==> config.mk <==
export PLATFORM = sky130hd
export DESIGN_NAME = lcd_scroll_ctrl
export DESIGN_NICKNAME = d
export VERILOG_FILES = /design/src/rtl/lcd_pkg.sv /design/src/rtl/btn_debounce.sv /design/src/rtl/lcd_scroll_ctrl.sv
export SDC_FILE = /design/constraint.sdc
export NUM_CORES = 1
export LEC_CHECK = 0
export CAP_MARGIN = 20
export CORE_MARGIN = 2
export CORE_UTILIZATION = 48
export CTS_CLUSTER_SIZE = 28
export DETAILED_ROUTE_END_ITERATION = 10
export GPL_ROUTABILITY_DRIVEN = 1
export GPL_TIMING_DRIVEN = 0
export PLACE_DENSITY_LB_ADDON = 0.08
export SYNTH_ARGS = -nofsm -noshare
export SYNTH_HDL_FRONTEND = slang
export SYNTH_SLANG_ARGS = --single-unit
==> constraint.sdc <==
create_clock -name PIXEL_CLK -period 1.7 [get_ports PIXEL_CLK]
set_input_delay 0.255 -clock PIXEL_CLK [delete_from_list [all_inputs] [get_ports PIXEL_CLK]]
set_output_delay 0.255 -clock PIXEL_CLK [all_outputs]
set_load 0.01 [all_outputs]
==> src/rtl/lcd_pkg.sv <==
// lcd_pkg
// Shared constants for the LCD scroll controller: offset width, default
// auto-scroll steps, default debounce length and the host FSM encoding.
package lcd_pkg;

  localparam int OFS_W               = 8;
  localparam int STEP_X_DEF          = 3;
  localparam int STEP_Y_DEF          = 2;
  localparam int DEBOUNCE_CYCLES_DEF = 90000;

  typedef logic [OFS_W-1:0] ofs_t;

  // Host handshake FSM encoding; 2'd3 is unused and falls back to IDLE.
  localparam logic [1:0] ST_IDLE = 2'd0;
  localparam logic [1:0] ST_PEND = 2'd1;
  localparam logic [1:0] ST_ACK  = 2'd2;

endpackage

==> src/rtl/btn_debounce.sv <==
// btn_debounce
// Synchronises the raw user button and only lets RUN change after the
// synchronised level has differed from RUN for DEBOUNCE_CYCLES samples in
// a row.
// Ports:
//   PIXEL_CLK  clock
//   RESETn     asynchronous active-low reset
//   BTN_USER   raw asynchronous button (high = run)
//   RUN        debounced button state
module btn_debounce
  import lcd_pkg::*;
#(
  parameter int DEBOUNCE_CYCLES = DEBOUNCE_CYCLES_DEF
) (
  input  logic PIXEL_CLK,
  input  logic RESETn,
  input  logic BTN_USER,
  output logic RUN
);

  localparam int CNT_W = (DEBOUNCE_CYCLES > 1) ? $clog2(DEBOUNCE_CYCLES) : 1;
  localparam logic [CNT_W-1:0] CNT_LAST = CNT_W'(DEBOUNCE_CYCLES - 1);

  logic             btn_s1;
  logic             btn_s2;
  logic [CNT_W-1:0] stable_cnt;

  always_ff @(posedge PIXEL_CLK or negedge RESETn) begin
    if (!RESETn) begin
      btn_s1     <= 1'b0;
      btn_s2     <= 1'b0;
      stable_cnt <= '0;
      RUN        <= 1'b0;
    end else begin
      btn_s1 <= BTN_USER;
      btn_s2 <= btn_s1;
      // Any sample agreeing with RUN restarts the count, so only an
      // unbroken run of differing samples can flip the output.
      if (btn_s2 == RUN) begin
        stable_cnt <= '0;
      end else if (stable_cnt == CNT_LAST) begin
        RUN        <= ~RUN;
        stable_cnt <= '0;
      end else begin
        stable_cnt <= stable_cnt + 1'b1;
      end
    end
  end

endmodule

==> src/rtl/lcd_scroll_ctrl.sv <==
// lcd_scroll_ctrl
// Frame-synchronous owner of the checkerboard scroll offsets. Offsets only
// change on the frame boundary (VSYNC falling edge); a pending host value
// takes priority over the auto-scroll step for that frame.
//
// state | meaning
// IDLE  | no host request outstanding, HOST_REQ sampled every cycle
// PEND  | host value held, waiting for the next frame boundary
// ACK   | host value applied, HOST_ACK high until HOST_REQ falls
//
// Ports:
//   PIXEL_CLK         clock
//   RESETn            asynchronous active-low reset
//   VSYNC             active-low frame sync from lcd_driver (asynchronous)
//   BTN_USER          raw run button
//   HOST_REQ/X/Y      host offset update request and value
//   HOST_ACK          host handshake acknowledge
//   OFS_X/OFS_Y       current scroll offsets
//   FRAME_TICK        one-cycle pulse on the cycle offsets may change
//   RUN               debounced button state
module lcd_scroll_ctrl
  import lcd_pkg::*;
#(
  parameter int STEP_X          = STEP_X_DEF,
  parameter int STEP_Y          = STEP_Y_DEF,
  parameter int DEBOUNCE_CYCLES = DEBOUNCE_CYCLES_DEF
) (
  input  logic             PIXEL_CLK,
  input  logic             RESETn,
  input  logic             VSYNC,
  input  logic             BTN_USER,
  input  logic             HOST_REQ,
  input  logic [OFS_W-1:0] HOST_X,
  input  logic [OFS_W-1:0] HOST_Y,
  output logic             HOST_ACK,
  output logic [OFS_W-1:0] OFS_X,
  output logic [OFS_W-1:0] OFS_Y,
  output logic             FRAME_TICK,
  output logic             RUN
);

  localparam ofs_t STEP_X_V = OFS_W'(STEP_X);
  localparam ofs_t STEP_Y_V = OFS_W'(STEP_Y);

  logic       vs_s1;
  logic       vs_s2;
  logic       vs_s3;
  logic       fall;
  logic [1:0] state;
  ofs_t       hold_x;
  ofs_t       hold_y;

  btn_debounce #(
    .DEBOUNCE_CYCLES(DEBOUNCE_CYCLES)
  ) u_btn_debounce (
    .PIXEL_CLK(PIXEL_CLK),
    .RESETn   (RESETn),
    .BTN_USER (BTN_USER),
    .RUN      (RUN)
  );

  // Synchroniser flops reset high so a VSYNC that is already low when reset
  // releases still produces one boundary.
  always_ff @(posedge PIXEL_CLK or negedge RESETn) begin
    if (!RESETn) begin
      vs_s1      <= 1'b1;
      vs_s2      <= 1'b1;
      vs_s3      <= 1'b1;
      FRAME_TICK <= 1'b0;
    end else begin
      vs_s1      <= VSYNC;
      vs_s2      <= vs_s1;
      vs_s3      <= vs_s2;
      FRAME_TICK <= fall;
    end
  end

  assign fall = vs_s3 & ~vs_s2;

  // Offsets are qualified by fall rather than FRAME_TICK so they land on
  // the same edge that raises FRAME_TICK.
  always_ff @(posedge PIXEL_CLK or negedge RESETn) begin
    if (!RESETn) begin
      state    <= ST_IDLE;
      hold_x   <= '0;
      hold_y   <= '0;
      HOST_ACK <= 1'b0;
      OFS_X    <= '0;
      OFS_Y    <= '0;
    end else begin
      if (fall) begin
        if (state == ST_PEND) begin
          OFS_X <= hold_x;
          OFS_Y <= hold_y;
        end else if (RUN) begin
          OFS_X <= OFS_X + STEP_X_V;
          OFS_Y <= OFS_Y + STEP_Y_V;
        end
      end

      case (state)
        ST_IDLE: begin
          // A request arriving on a boundary is only captured here; it
          // waits for the next boundary to be applied.
          if (HOST_REQ) begin
            hold_x <= HOST_X;
            hold_y <= HOST_Y;
            state  <= ST_PEND;
          end
        end
        ST_PEND: begin
          if (fall) begin
            HOST_ACK <= 1'b1;
            state    <= ST_ACK;
          end
        end
        ST_ACK: begin
          if (!HOST_REQ) begin
            HOST_ACK <= 1'b0;
            state    <= ST_IDLE;
          end
        end
        default: begin
          HOST_ACK <= 1'b0;
          state    <= ST_IDLE;
        end
      endcase
    end
  end

endmodule

# Yosys cells after proc, flatten, opt, wreduce, memory -nomap -nowiden
# Cells that the tools add are included.
dict set report op_classes {
  addsub 3
  n_eq_ne 7
  muxes 13
  n_bitwise 5
  n_reduce_logical 7
}
# cell n
set op_table {}
lappend op_table {{$mux W17} 2}
lappend op_table {{$mux W8} 4}
lappend op_table {{$add A17 B1 Y17 const B} 1}
lappend op_table {{$eq A17 B17 Y1 const B} 1}
lappend op_table {{$add A8 B2 Y8 const B} 2}
lappend op_table {{$mux W2} 3}
lappend op_table {{$ne A2 B2 Y1 const B} 3}
lappend op_table {{$pmux W2 S3} 1}
lappend op_table {{$reduce_and A2 Y1} 3}
lappend op_table {{$reduce_and A3 Y1} 2}
lappend op_table {{$not A1 Y1} 4}
lappend op_table {{$pmux W1 S3} 1}
lappend op_table {{$eq A2 B1 Y1 const B} 1}
lappend op_table {{$eq A2 B2 Y1 const B} 1}
lappend op_table {{$logic_not A2 Y1} 1}
lappend op_table {{$mux W1} 2}
lappend op_table {{$reduce_bool A2 Y1} 1}
lappend op_table {{$and A1 B1 Y1} 1}
lappend op_table {{$eq A1 B1 Y1} 1}
dict set report word_totals {
  register_bits 59
  input_bits 21
  output_inout_bits 19
}

# Logic depth before layout (Yosys ltp)
# Gate-level depths: netlist (run 1).
dict set report depth {
  depth_word 4
  ltp_mapped 6
  depth_no_buf 6
}

# By module
# A second synthesis (run 1) with hierarchy kept.
dict set report unflattened {
  hier_cells 251
  area_unflattened_um2 2718.9
}
# module n_inst cells_each area_each_um2 seq_area_each_um2
set by_module_without_submodules {}
lappend by_module_without_submodules {lcd_scroll_ctrl 1 160 1784.2 979.7}
lappend by_module_without_submodules {btn_debounce 1 91 934.6 500.5}

# Least setup slack after synthesis (run 1)
# OpenSTA, ideal clock, no wires.
dict set report synth_path {
  kind {register to register}
  startpoint {register u_btn_debounce.stable_cnt[8]}
  endpoint {register u_btn_debounce.stable_cnt[15]}
  setup_time_ns 0.119
  t_arrival_ns 1.574
  required_time_ns 1.581
  path_slack_ns 0.007
  stages_incl_launch_ff 6
  path_buffers 1
  path_cell_list {dfrtp_1 > nand2_2 > or3_4 > o41ai_4 > buf_6 > nor2_1}
}
dict set report synth_between {
  elab_chain_cells 3
  word_cells_on_any_way 4
  classes_between {add/sub (1); eq/ne (1); mux (2)}
}
# element line
set synth_lines {}
lappend synth_lines {{from (decl)} btn_debounce.sv:26} ;# logic [CNT_W-1:0] stable_cnt;
lappend synth_lines {{from (signal assigned)} btn_debounce.sv:45} ;# stable_cnt <= stable_cnt + 1'b1;
lappend synth_lines {{$add A17 B1 Y17 or $eq A17 B17 Y1 (tied branches)} {btn_debounce.sv:45, btn_debounce.sv:41}}
lappend synth_lines {{$mux W17 *} btn_debounce.sv:41} ;# end else if (stable_cnt == CNT_LAST) begin
lappend synth_lines {{$mux W17 *} btn_debounce.sv:39} ;# if (btn_s2 == RUN) begin
# Mark *: on every way between the ends. The rest lies on a longest branch, timed or not.
# A chain may end at the register's enable or synchronous reset.

# Worst setup path after layout (run 1)
dict set report layout_path {
  startpoint {register u_btn_debounce.stable_cnt[10]}
  endpoint {register u_btn_debounce.stable_cnt[9]}
}
dict set report layout_between {
  elab_chain_cells 3
}
# element line
set layout_lines {}
lappend layout_lines {{$eq A17 B17 Y1} btn_debounce.sv:41}
lappend layout_lines {{$mux W17} btn_debounce.sv:41}
lappend layout_lines {{$mux W17} btn_debounce.sv:39}
# Every way passes these cells.

==> results of run 1 <==
==> metrics by stage <==
step / hold WS (ns) / instances
floorplan: -0.0406 / 246
global placement: 0.334 / 357
detailed placement: 0.289 / 358
CTS: 0.312 / 380
global route: 0.345 / 386
finish: 0.328 / 386
==> path summary, 6_finish.rpt <==
kind                       depth (start not counted)                                 endpoint  slack (ns)
min in group asynchronous                          2  u_btn_debounce.stable_cnt[12]$_DFF_PN0_        0.46
min reg2reg                                        0          u_btn_debounce.btn_s2$_DFF_PN0_        0.35
max reg2reg                                        6   u_btn_debounce.stable_cnt[9]$_DFF_PN0_       -0.01
max in group asynchronous                          3                          vs_s3$_DFF_PN1_        0.60
min                                                1                          vs_s1$_DFF_PN1_        0.33
max                                                6   u_btn_debounce.stable_cnt[9]$_DFF_PN0_       -0.01
==> timing repair <==
| action | CTS | global route |
|---|---|---|
| setup buffers | 4 | 7 |
| gates cloned | 1 | 0 |
| setup endpoints to repair | 42 | 23 |
| hold buffers | 1 | 0 |
| hold endpoints to repair | 24 | 0 |
| pin swaps | 2 | 3 |
| gates resized for setup | 13 | 22 |
==> area by class of cell <==
cell class | instances | share of cell area [%]
Inverter | 6 | 0.634
Sequential cell | 59 | 41.8
Multi-Input combinational cell | 171 | 33.5
Clock inverter | 5 | 1.48
Buffer | 9 | 1.59
Clock buffer | 11 | 3.98
Timing Repair Buffer | 53 | 14.4
Tap cell | 72 | 2.54
==> kinds of logic (layout without fill, tap and decap cells) <==
logic type	after synthesis	count (layout)	synth area share [%]
multiplexers	19	19	7.95
AND/OR/NAND/NOR	83	83	15.6
XOR/XNOR	15	15	4.91
AO/OA/AOI/OAI	51	51	12.2
flip-flops	59	59	55.4
buffers and inverters	16	84	2.57
adder cells (fa/ha/maj)	3	3	1.40
==> critical path, delay by kind of cell, from the launching register on <==
family	cells	cell delay, ns
flops	1	0.39
buf+inv	2	0.35
compound gates	1	0.30
simple gates	3	0.57
==> power groups by stage <==
stage / registers, W / clock network (W) / logic (W)
finish: 0.00220 / 0.00126 / 0.00183
global route: 0.00227 / 0.00135 / 0.00203
CTS: 0.00220 / 0.00129 / 0.00184
detailed placement: 0.00222 / 0 / 0.00179
global placement: 0.00221 / 0 / 0.00175
floorplan: 0.00221 / 0 / 0.00101
==> cells in the final DEF (no fill, tap or decap), drive strengths merged, types with 2 or more instances in the layout <==
cell / count
dfrtp: 56
clkdlybuf4s50: 38
nor2: 24
mux2: 18
buf: 18
a21oi: 17
nand2: 16
clkbuf: 16
o21ai: 14
xnor2: 12
nand3: 12
nand4: 7
inv: 6
nor3: 5
o22ai: 5
nor4: 5
a2bb2oi: 4
xor2: 3
nor2b: 3
ha: 3
clkinv: 3
dfstp: 3
or3: 2
nand2b: 2
o211ai: 2
and3: 2
a22oi: 2
==> state kept, by name (all words and copies together) (netlist names) <==
| signal | cells |
|---|---|
| HOST_ACK | 1 |
| OFS_X | 8 |
| vs_s1 | 1 |
| state | 2 |
| u_btn_debounce.btn_s2 | 1 |
| FRAME_TICK | 1 |
| hold_y | 8 |
| hold_x | 8 |
| u_btn_debounce.stable_cnt | 17 |
| OFS_Y | 8 |
| u_btn_debounce.RUN | 1 |
| vs_s2 | 1 |
| u_btn_debounce.btn_s1 | 1 |
| vs_s3 | 1 |
==> metal layers <==
metal	wire length [um]	GRT usage [%]	part of all wire (%)
met1	2700	25.9	45
met5	0	0	0
met2	3020	34.3	51
met4	70	9.65	1.2
met3	159	3.68	2.7
==> impl_metrics.prom, run 1 <==
# TYPE chip_impl_metric gauge
chip_impl_info{name="cts.root.buffer_cell",value="sky130_fd_sc_hd__clkbuf_8"} 1
chip_impl_metric{name="initial_core_util",unit="%"} 49.2
chip_impl_metric{name="ctsHtreeMaxLevel",unit=""} 3
chip_impl_metric{name="register_area",unit="um2"} 1480
chip_impl_metric{name="fp.dieArea",unit="um2"} 6180
chip_impl_metric{name="ir_drop",unit="uV"} 935
chip_impl_metric{name="synthesis.area",unit="um2"} 2670
chip_impl_metric{name="post_detailed_placement_cell_area",unit="um2"} 3170
chip_impl_metric{name="synth.distinct_cells",unit=""} 42
chip_impl_metric{name="number_of_enable_type_register_cells_in_the_synthesized_netlist",unit=""} 0
chip_impl_metric{name="layout_fillers",unit=""} 455
chip_impl_metric{name="finalWeightedCongestion",unit=""} 0.816
chip_impl_metric{name="rows",unit=""} 27
chip_impl_metric{name="routedWlPerCell",unit="um"} 15.4
chip_impl_metric{name="synth_seq_area_share",unit="%"} 55.4
chip_impl_metric{name="drive_above_1_share",unit="%"} 25.8
chip_impl_info{name="critical_path.startpoint_type",value="flop"} 1
chip_impl_info{name="endpoint_kind",value="flop"} 1
chip_impl_info{name="rsz0062_at_grt",value="true"} 1
chip_impl_metric{name="num_antenna_cells",unit=""} 0
chip_impl_metric{name="drtPass1Iterations",unit=""} 5
chip_impl_metric{name="y_dimension_of_the_die",unit="um"} 78.6
chip_impl_info{name="yosys-top-cells-count",value="sky130_fd_sc_hd__dfrtp_1 (56), sky130_fd_sc_hd__nor2_1 (24), sky130_fd_sc_hd__mux2_2 (18), sky130_fd_sc_hd__a21oi_1 (17), sky130_fd_sc_hd__nand2_1 (15)"} 1
chip_impl_metric{name="max-slew-margin-rel",unit="%"} 60.3
chip_impl_metric{name="fp.coreArea",unit="um2"} 5440
chip_impl_info{name="cts_tree",value="yes"} 1
chip_impl_metric{name="hold_viol_final",unit=""} 0
chip_impl_metric{name="syn-instance-count",unit=""} 246
chip_impl_info{name="setup.worst_path.class",value="reg -> reg"} 1
chip_impl_metric{name="track_usage",unit="%"} 20.5
chip_impl_info{name="synth.largest_area_cell",value="sky130_fd_sc_hd__dfrtp_1"} 1
chip_impl_metric{name="via_count",unit=""} 2105
chip_impl_info{name="postSynth.topFlopCell",value="sky130_fd_sc_hd__dfrtp_1"} 1
chip_impl_metric{name="io_buffers",unit=""} 39
chip_impl_metric{name="finalSetupViolations",unit=""} 9
chip_impl_info{name="worst_flop_to_flop_path_startpoint",value="u_btn_debounce.stable_cnt[10]$_DFF_PN0_"} 1
chip_impl_metric{name="p_comb_share",unit="%"} 34.6
chip_impl_metric{name="dp.final_hpwl",unit="mm"} 3.90
chip_impl_metric{name="finalWorstPathRequiredPeriod",unit="ns"} 1.71
chip_impl_metric{name="grt_antenna_before_repair",unit=""} 0
chip_impl_info{name="post_synth_main_area_contributors",value="sky130_fd_sc_hd__dfrtp_1 (52%), sky130_fd_sc_hd__mux2_2 (7.6%), sky130_fd_sc_hd__xnor2_1 (3.9%)"} 1
chip_impl_metric{name="final_net_count",unit=""} 333
chip_impl_info{name="violations",value="setup timing"} 1
chip_impl_info{name="crit_path_top_delay_cell",value="sky130_fd_sc_hd__or3_4"} 1
chip_impl_metric{name="global_route_wire_length_before_repair",unit="mm"} 9.82
chip_impl_metric{name="clkPwrFrac",unit="%"} 23.8
chip_impl_info{name="cp_cell_sequence",value="nand2_1 > or3_4 > o41ai_4 > buf_4 > buf_6 > nor2_1"} 1
chip_impl_metric{name="maxClockFrequency",unit="MHz"} 583
chip_impl_metric{name="minimum_setup_slack_after_placement",unit="ns"} -0.516
chip_impl_metric{name="worst-endpoint-required",unit="ns"} 1.92
chip_impl_metric{name="area_growth",unit="%"} 32.8
chip_impl_metric{name="ys_async_sr_fraction",unit="%"} 100
chip_impl_metric{name="power_density",unit="nW/um2"} 1490
chip_impl_metric{name="detail_route.iter0.violations",unit=""} 104
chip_impl_metric{name="cts-buffers-inserted",unit=""} 9
chip_impl_metric{name="timing.final.ws_setup",unit="ns"} -0.0145
chip_impl_metric{name="layout_worst_path_cycle_share",unit="%"} 101
chip_impl_metric{name="sequential_group_share_of_total_power",unit="%"} 41.6
chip_impl_metric{name="fin_setup_tns",unit="ns"} -0.0579
chip_impl_metric{name="grt_start_max_net_pins",unit=""} 36
chip_impl_metric{name="netSwitchingPower",unit="W"} 0.00177
chip_impl_metric{name="clkTransAtPathRegs",unit="ns"} 0.07
chip_impl_metric{name="crit_arrival",unit="ns"} 1.94
chip_impl_metric{name="maximum_number_of_buffers_from_clock_root_to_sink",unit=""} 2
chip_impl_metric{name="timing_max_transition_violations_final",unit=""} 0
chip_impl_metric{name="synth_nets",unit=""} 270
chip_impl_metric{name="ioPinCount",unit=""} 40
chip_impl_metric{name="p_total",unit="W"} 0.00530
chip_impl_metric{name="netlist.area_leader.share",unit="%"} 52.4
chip_impl_metric{name="fin_util",unit="%"} 65.3
chip_impl_metric{name="detail-route-antenna-nets",unit=""} 0
chip_impl_info{name="startpoint",value="u_btn_debounce.stable_cnt[10]$_DFF_PN0_"} 1
chip_impl_metric{name="worstPathMaxFanout",unit=""} 5
chip_impl_metric{name="synth.yosys.warnings",unit=""} 0
chip_impl_metric{name="route.detailed.vias_per_inst",unit=""} 5.45
chip_impl_metric{name="avg_cell_area_syn",unit="um2"} 10.9
chip_impl_info{name="run_status",value="finished with violations"} 1
chip_impl_metric{name="die_w",unit="um"} 78.6
chip_impl_metric{name="first_global_vias",unit=""} 2116
chip_impl_metric{name="max_slew.worst_pin.slew",unit="ns"} 0.596
chip_impl_metric{name="p_int",unit="W"} 0.00352
chip_impl_metric{name="total_leakage_power",unit="nW"} 1.46
chip_impl_metric{name="max_cap_viol_count",unit=""} 0
chip_impl_info{name="worstHoldPathType",value="in -> reg"} 1
chip_impl_metric{name="final_design_area_no_fill",unit="um2"} 3550
chip_impl_metric{name="routed_wirelength",unit="mm"} 5.95
chip_impl_metric{name="drc",unit=""} 0
chip_impl_metric{name="clock_sink_count",unit=""} 59
chip_impl_info{name="hold_path_startpoint",value="VSYNC"} 1
chip_impl_metric{name="synth-seq-cells",unit=""} 59
chip_impl_metric{name="max_stage_delay",unit="ns"} 0.42
chip_impl_metric{name="grt_overflow_total",unit=""} 0
chip_impl_metric{name="netSwitchingFraction",unit="%"} 33.5
chip_impl_info{name="yosysMostFrequentCell",value="sky130_fd_sc_hd__dfrtp_1"} 1
chip_impl_metric{name="fin_skew",unit="ns"} 0.00952
chip_impl_metric{name="multiInputGateArea",unit="um2"} 1190
chip_impl_metric{name="insertion_delay",unit="ns"} 0.33
Power figures use the tool's default switching activity.
==> run 2: changes to the inputs <==
--- a/config.mk
+++ b/config.mk
@@ -12,6 +12,7 @@
 export DETAILED_ROUTE_END_ITERATION = 10
 export GPL_ROUTABILITY_DRIVEN = 1
 export GPL_TIMING_DRIVEN = 0
+export HOLD_SLACK_MARGIN = 0.12
 export PLACE_DENSITY_LB_ADDON = 0.08
 export SYNTH_ARGS = -nofsm -noshare
 export SYNTH_HDL_FRONTEND = slang
==> results of run 2 <==
The final DEF is identical to that of run 1; final timing and power are the same.
==> run 3: changes to the inputs <==
--- a/config.mk
+++ b/config.mk
@@ -5,6 +5,7 @@
 export SDC_FILE = /design/constraint.sdc
 export NUM_CORES = 1
 export LEC_CHECK = 0
+export ABC_CLOCK_PERIOD_IN_PS = 1700
 export CAP_MARGIN = 20
 export CORE_MARGIN = 2
 export CORE_UTILIZATION = 48
@@ -14,6 +15,7 @@
 export GPL_TIMING_DRIVEN = 0
 export HOLD_SLACK_MARGIN = 0.12
 export PLACE_DENSITY_LB_ADDON = 0.08
+export SLEW_MARGIN = 20
 export SYNTH_ARGS = -nofsm -noshare
 export SYNTH_HDL_FRONTEND = slang
 export SYNTH_SLANG_ARGS = --single-unit
==> run 3 against run 2 <==
  * Non-clock buffer count did not move
  * Critical path type unchanged
  * The run still ends with setup timing left
  * Critical path depth did not move
  * Combinational power barely moved
  * Cell area barely moved
  * Power barely moved
==> impl_metrics.prom, run 3 (synthesized netlist as in run 1, its figures left out) <==
# TYPE chip_impl_metric gauge
chip_impl_metric{name="maximum_number_of_buffers_from_clock_root_to_sink",unit=""} 2
chip_impl_metric{name="drtPass1Iterations",unit=""} 5
chip_impl_metric{name="ir_drop",unit="uV"} 925
chip_impl_metric{name="fin_skew",unit="ns"} 0.0103
chip_impl_metric{name="largest_reg_flops",unit=""} 17
chip_impl_metric{name="global_route_wire_length_before_repair",unit="mm"} 9.80
chip_impl_info{name="run_status",value="finished with violations"} 1
chip_impl_metric{name="hold_viol_final",unit=""} 0
chip_impl_metric{name="track_usage",unit="%"} 20.5
chip_impl_metric{name="worst-endpoint-required",unit="ns"} 1.92
chip_impl_metric{name="clock_sink_count",unit=""} 59
chip_impl_metric{name="grt_start_max_net_pins",unit=""} 36
chip_impl_info{name="worstHoldPathType",value="in -> reg"} 1
chip_impl_metric{name="drc",unit=""} 0
chip_impl_metric{name="fin_util",unit="%"} 65.3
chip_impl_metric{name="first_global_vias",unit=""} 2114
chip_impl_info{name="cts.root.buffer_cell",value="sky130_fd_sc_hd__clkbuf_8"} 1
chip_impl_metric{name="insertion_delay",unit="ns"} 0.33
chip_impl_metric{name="clkTransAtPathRegs",unit="ns"} 0.07
chip_impl_metric{name="routedWlPerCell",unit="um"} 15.3
chip_impl_metric{name="rows",unit=""} 27
chip_impl_metric{name="drive_above_1_share",unit="%"} 25.8
chip_impl_info{name="rsz0062_at_grt",value="true"} 1
chip_impl_metric{name="total_leakage_power",unit="nW"} 1.46
chip_impl_info{name="critical_path.startpoint_type",value="flop"} 1
chip_impl_info{name="layout_commonest_cell",value="sky130_fd_sc_hd__dfrtp_1"} 1
chip_impl_metric{name="cts-buffers-inserted",unit=""} 9
chip_impl_metric{name="y_dimension_of_the_die",unit="um"} 78.6
chip_impl_metric{name="num_antenna_cells",unit=""} 0
chip_impl_metric{name="detail-route-antenna-nets",unit=""} 0
chip_impl_metric{name="initial_core_util",unit="%"} 49.2
chip_impl_metric{name="maxClockFrequency",unit="MHz"} 583
chip_impl_metric{name="grt_antenna_before_repair",unit=""} 0
chip_impl_info{name="endpoint_kind",value="flop"} 1
chip_impl_metric{name="max-slew-margin-rel",unit="%"} 64.5
chip_impl_metric{name="crit_arrival",unit="ns"} 1.94
chip_impl_metric{name="route.detailed.vias_per_inst",unit=""} 5.43
chip_impl_info{name="setup.worst_path.class",value="reg -> reg"} 1
chip_impl_metric{name="timing.final.ws_setup",unit="ns"} -0.0152
chip_impl_metric{name="fp.dieArea",unit="um2"} 6180
chip_impl_metric{name="worstPathMaxFanout",unit=""} 5
chip_impl_metric{name="post_detailed_placement_cell_area",unit="um2"} 3170
chip_impl_metric{name="final_design_area_no_fill",unit="um2"} 3550
chip_impl_info{name="violations",value="setup timing"} 1
chip_impl_metric{name="power_density",unit="nW/um2"} 1490
chip_impl_metric{name="final_net_count",unit=""} 333
chip_impl_metric{name="ctsHtreeMaxLevel",unit=""} 3
chip_impl_metric{name="die_w",unit="um"} 78.6
chip_impl_metric{name="max_slew.worst_pin.slew",unit="ns"} 0.527
chip_impl_metric{name="finalSetupViolations",unit=""} 11
chip_impl_metric{name="ioPinCount",unit=""} 40
chip_impl_metric{name="io_buffers",unit=""} 39
chip_impl_info{name="max_flop_register",value="u_btn_debounce.stable_cnt"} 1
chip_impl_metric{name="layout_worst_path_cycle_share",unit="%"} 101
chip_impl_metric{name="grt_overflow_total",unit=""} 0
chip_impl_info{name="mostFrequentLayoutCells",value="sky130_fd_sc_hd__dfrtp_1 (53), sky130_fd_sc_hd__clkdlybuf4s50_1 (38), sky130_fd_sc_hd__mux2_2 (18), sky130_fd_sc_hd__nor2_1 (17), sky130_fd_sc_hd__a21oi_1 (16)"} 1
chip_impl_metric{name="detail_route.iter0.violations",unit=""} 121
chip_impl_metric{name="area_growth",unit="%"} 32.9
chip_impl_metric{name="max_cap_viol_count",unit=""} 0
chip_impl_metric{name="finalWeightedCongestion",unit=""} 0.816
chip_impl_metric{name="timing_max_transition_violations_final",unit=""} 0
chip_impl_metric{name="fp.coreArea",unit="um2"} 5440
chip_impl_metric{name="routed_wirelength",unit="mm"} 5.92
chip_impl_metric{name="via_count",unit=""} 2097
chip_impl_metric{name="dp.final_hpwl",unit="mm"} 3.90
chip_impl_metric{name="finalWorstPathRequiredPeriod",unit="ns"} 1.72
chip_impl_info{name="cts_tree",value="yes"} 1
chip_impl_metric{name="layout_fillers",unit=""} 454
-- run 3: changes by cell type in the layout (fill, tap and decap cells not counted) --
cell / before / now
sky130_fd_sc_hd__buf_2: 3 / 2
sky130_fd_sc_hd__buf_4: 11 / 12
-- run 3: report_power, final --
part / leakage [nW] / internal [W] / switching, W
sequential: 0.722 / 0.00184 / 0.000367
clock: 0.0991 / 0.000710 / 0.000555
combinational: 0.640 / 0.000979 / 0.000850
-- run 3: routing by layer --
metal  GRT usage [%]  wire length, um  vias to the layer above  share of wire, %
met4            9.65               90                        0               1.5
met5               0                0                        -                 0
met2            34.3             3010                       37                51
li1                -                -                     1011                 -
met3            3.68              166                       10               2.8
met1            25.8             2660                     1039                45
-- run 3: per-stage QoR --
stage / std cells / total power [W] / setup TNS [ns] / hold slack, ns / worst slack, ns
2_1_floorplan: 246 / 0.00322 / 0 / -0.0406 / 0.00690
3_3_place_gp: 357 / 0.00396 / -98.08 / 0.334 / -1.53
3_5_place_dp: 358 / 0.00401 / -10.68 / 0.183 / -0.516
4_1_cts: 380 / 0.00533 / -0.0227 / 0.312 / -0.00752
5_1_grt: 386 / 0.00565 / -0.583 / 0.345 / -0.0446
6_report: 386 / 0.00530 / -0.0674 / 0.328 / -0.0152
-- run 3: what timing repair did --
| action | 4_1_cts | 5_1_grt |
|---|---|---|
| gates resized for setup | 13 | 22 |
| hold buffers | 1 | 0 |
| cloned | 1 | 0 |
| endpoints found under the hold margin | 24 | 0 |
| endpoints found under the setup margin | 42 | 23 |
| buffers inserted | 4 | 7 |
| pin swaps | 2 | 3 |
-- run 3: cell type report --
type	instances	area, um2	share of cell area (%)
sequential	59	1480	41.8
multi-input combinational	171	1190	33.5
timing repair buffer	53	515	14.5
clock buffer	11	141	3.98
tap	72	90.1	2.54
buffer	9	56.3	1.58
clock inverter	5	52.6	1.48
inverter	6	22.5	0.634
-- run 3: path summary, 6_finish.rpt --
| kind | startpoint | end | slack [ns] | depth (start not counted) |
|---|---|---|---|---|
| setup / recovery | u_btn_debounce.stable_cnt[10]$_DFF_PN0_ | u_btn_debounce.stable_cnt[9]$_DFF_PN0_ | -0.02 | 6 |
| hold / removal | VSYNC | vs_s1$_DFF_PN1_ | 0.33 | 1 |
| setup reg to reg | u_btn_debounce.stable_cnt[10]$_DFF_PN0_ | u_btn_debounce.stable_cnt[9]$_DFF_PN0_ | -0.02 | 6 |
| hold reg to reg | u_btn_debounce.btn_s1$_DFF_PN0_ | u_btn_debounce.btn_s2$_DFF_PN0_ | 0.35 | 0 |
| max in group asynchronous | RESETn | vs_s3$_DFF_PN1_ | 0.79 | 3 |
| min in group asynchronous | RESETn | OFS_Y[7]$_DFFE_PN0P_ | 0.36 | 2 |
-- run 3: worst max-delay path: stages (launching register included) --
cell and delay (ns):
sky130_fd_sc_hd__dfrtp_1 0.40, sky130_fd_sc_hd__nand2_1 0.10, sky130_fd_sc_hd__or3_4 0.42, sky130_fd_sc_hd__o41ai_4 0.30, sky130_fd_sc_hd__buf_4 0.21, sky130_fd_sc_hd__buf_6 0.14
sky130_fd_sc_hd__nor2_1 0.05
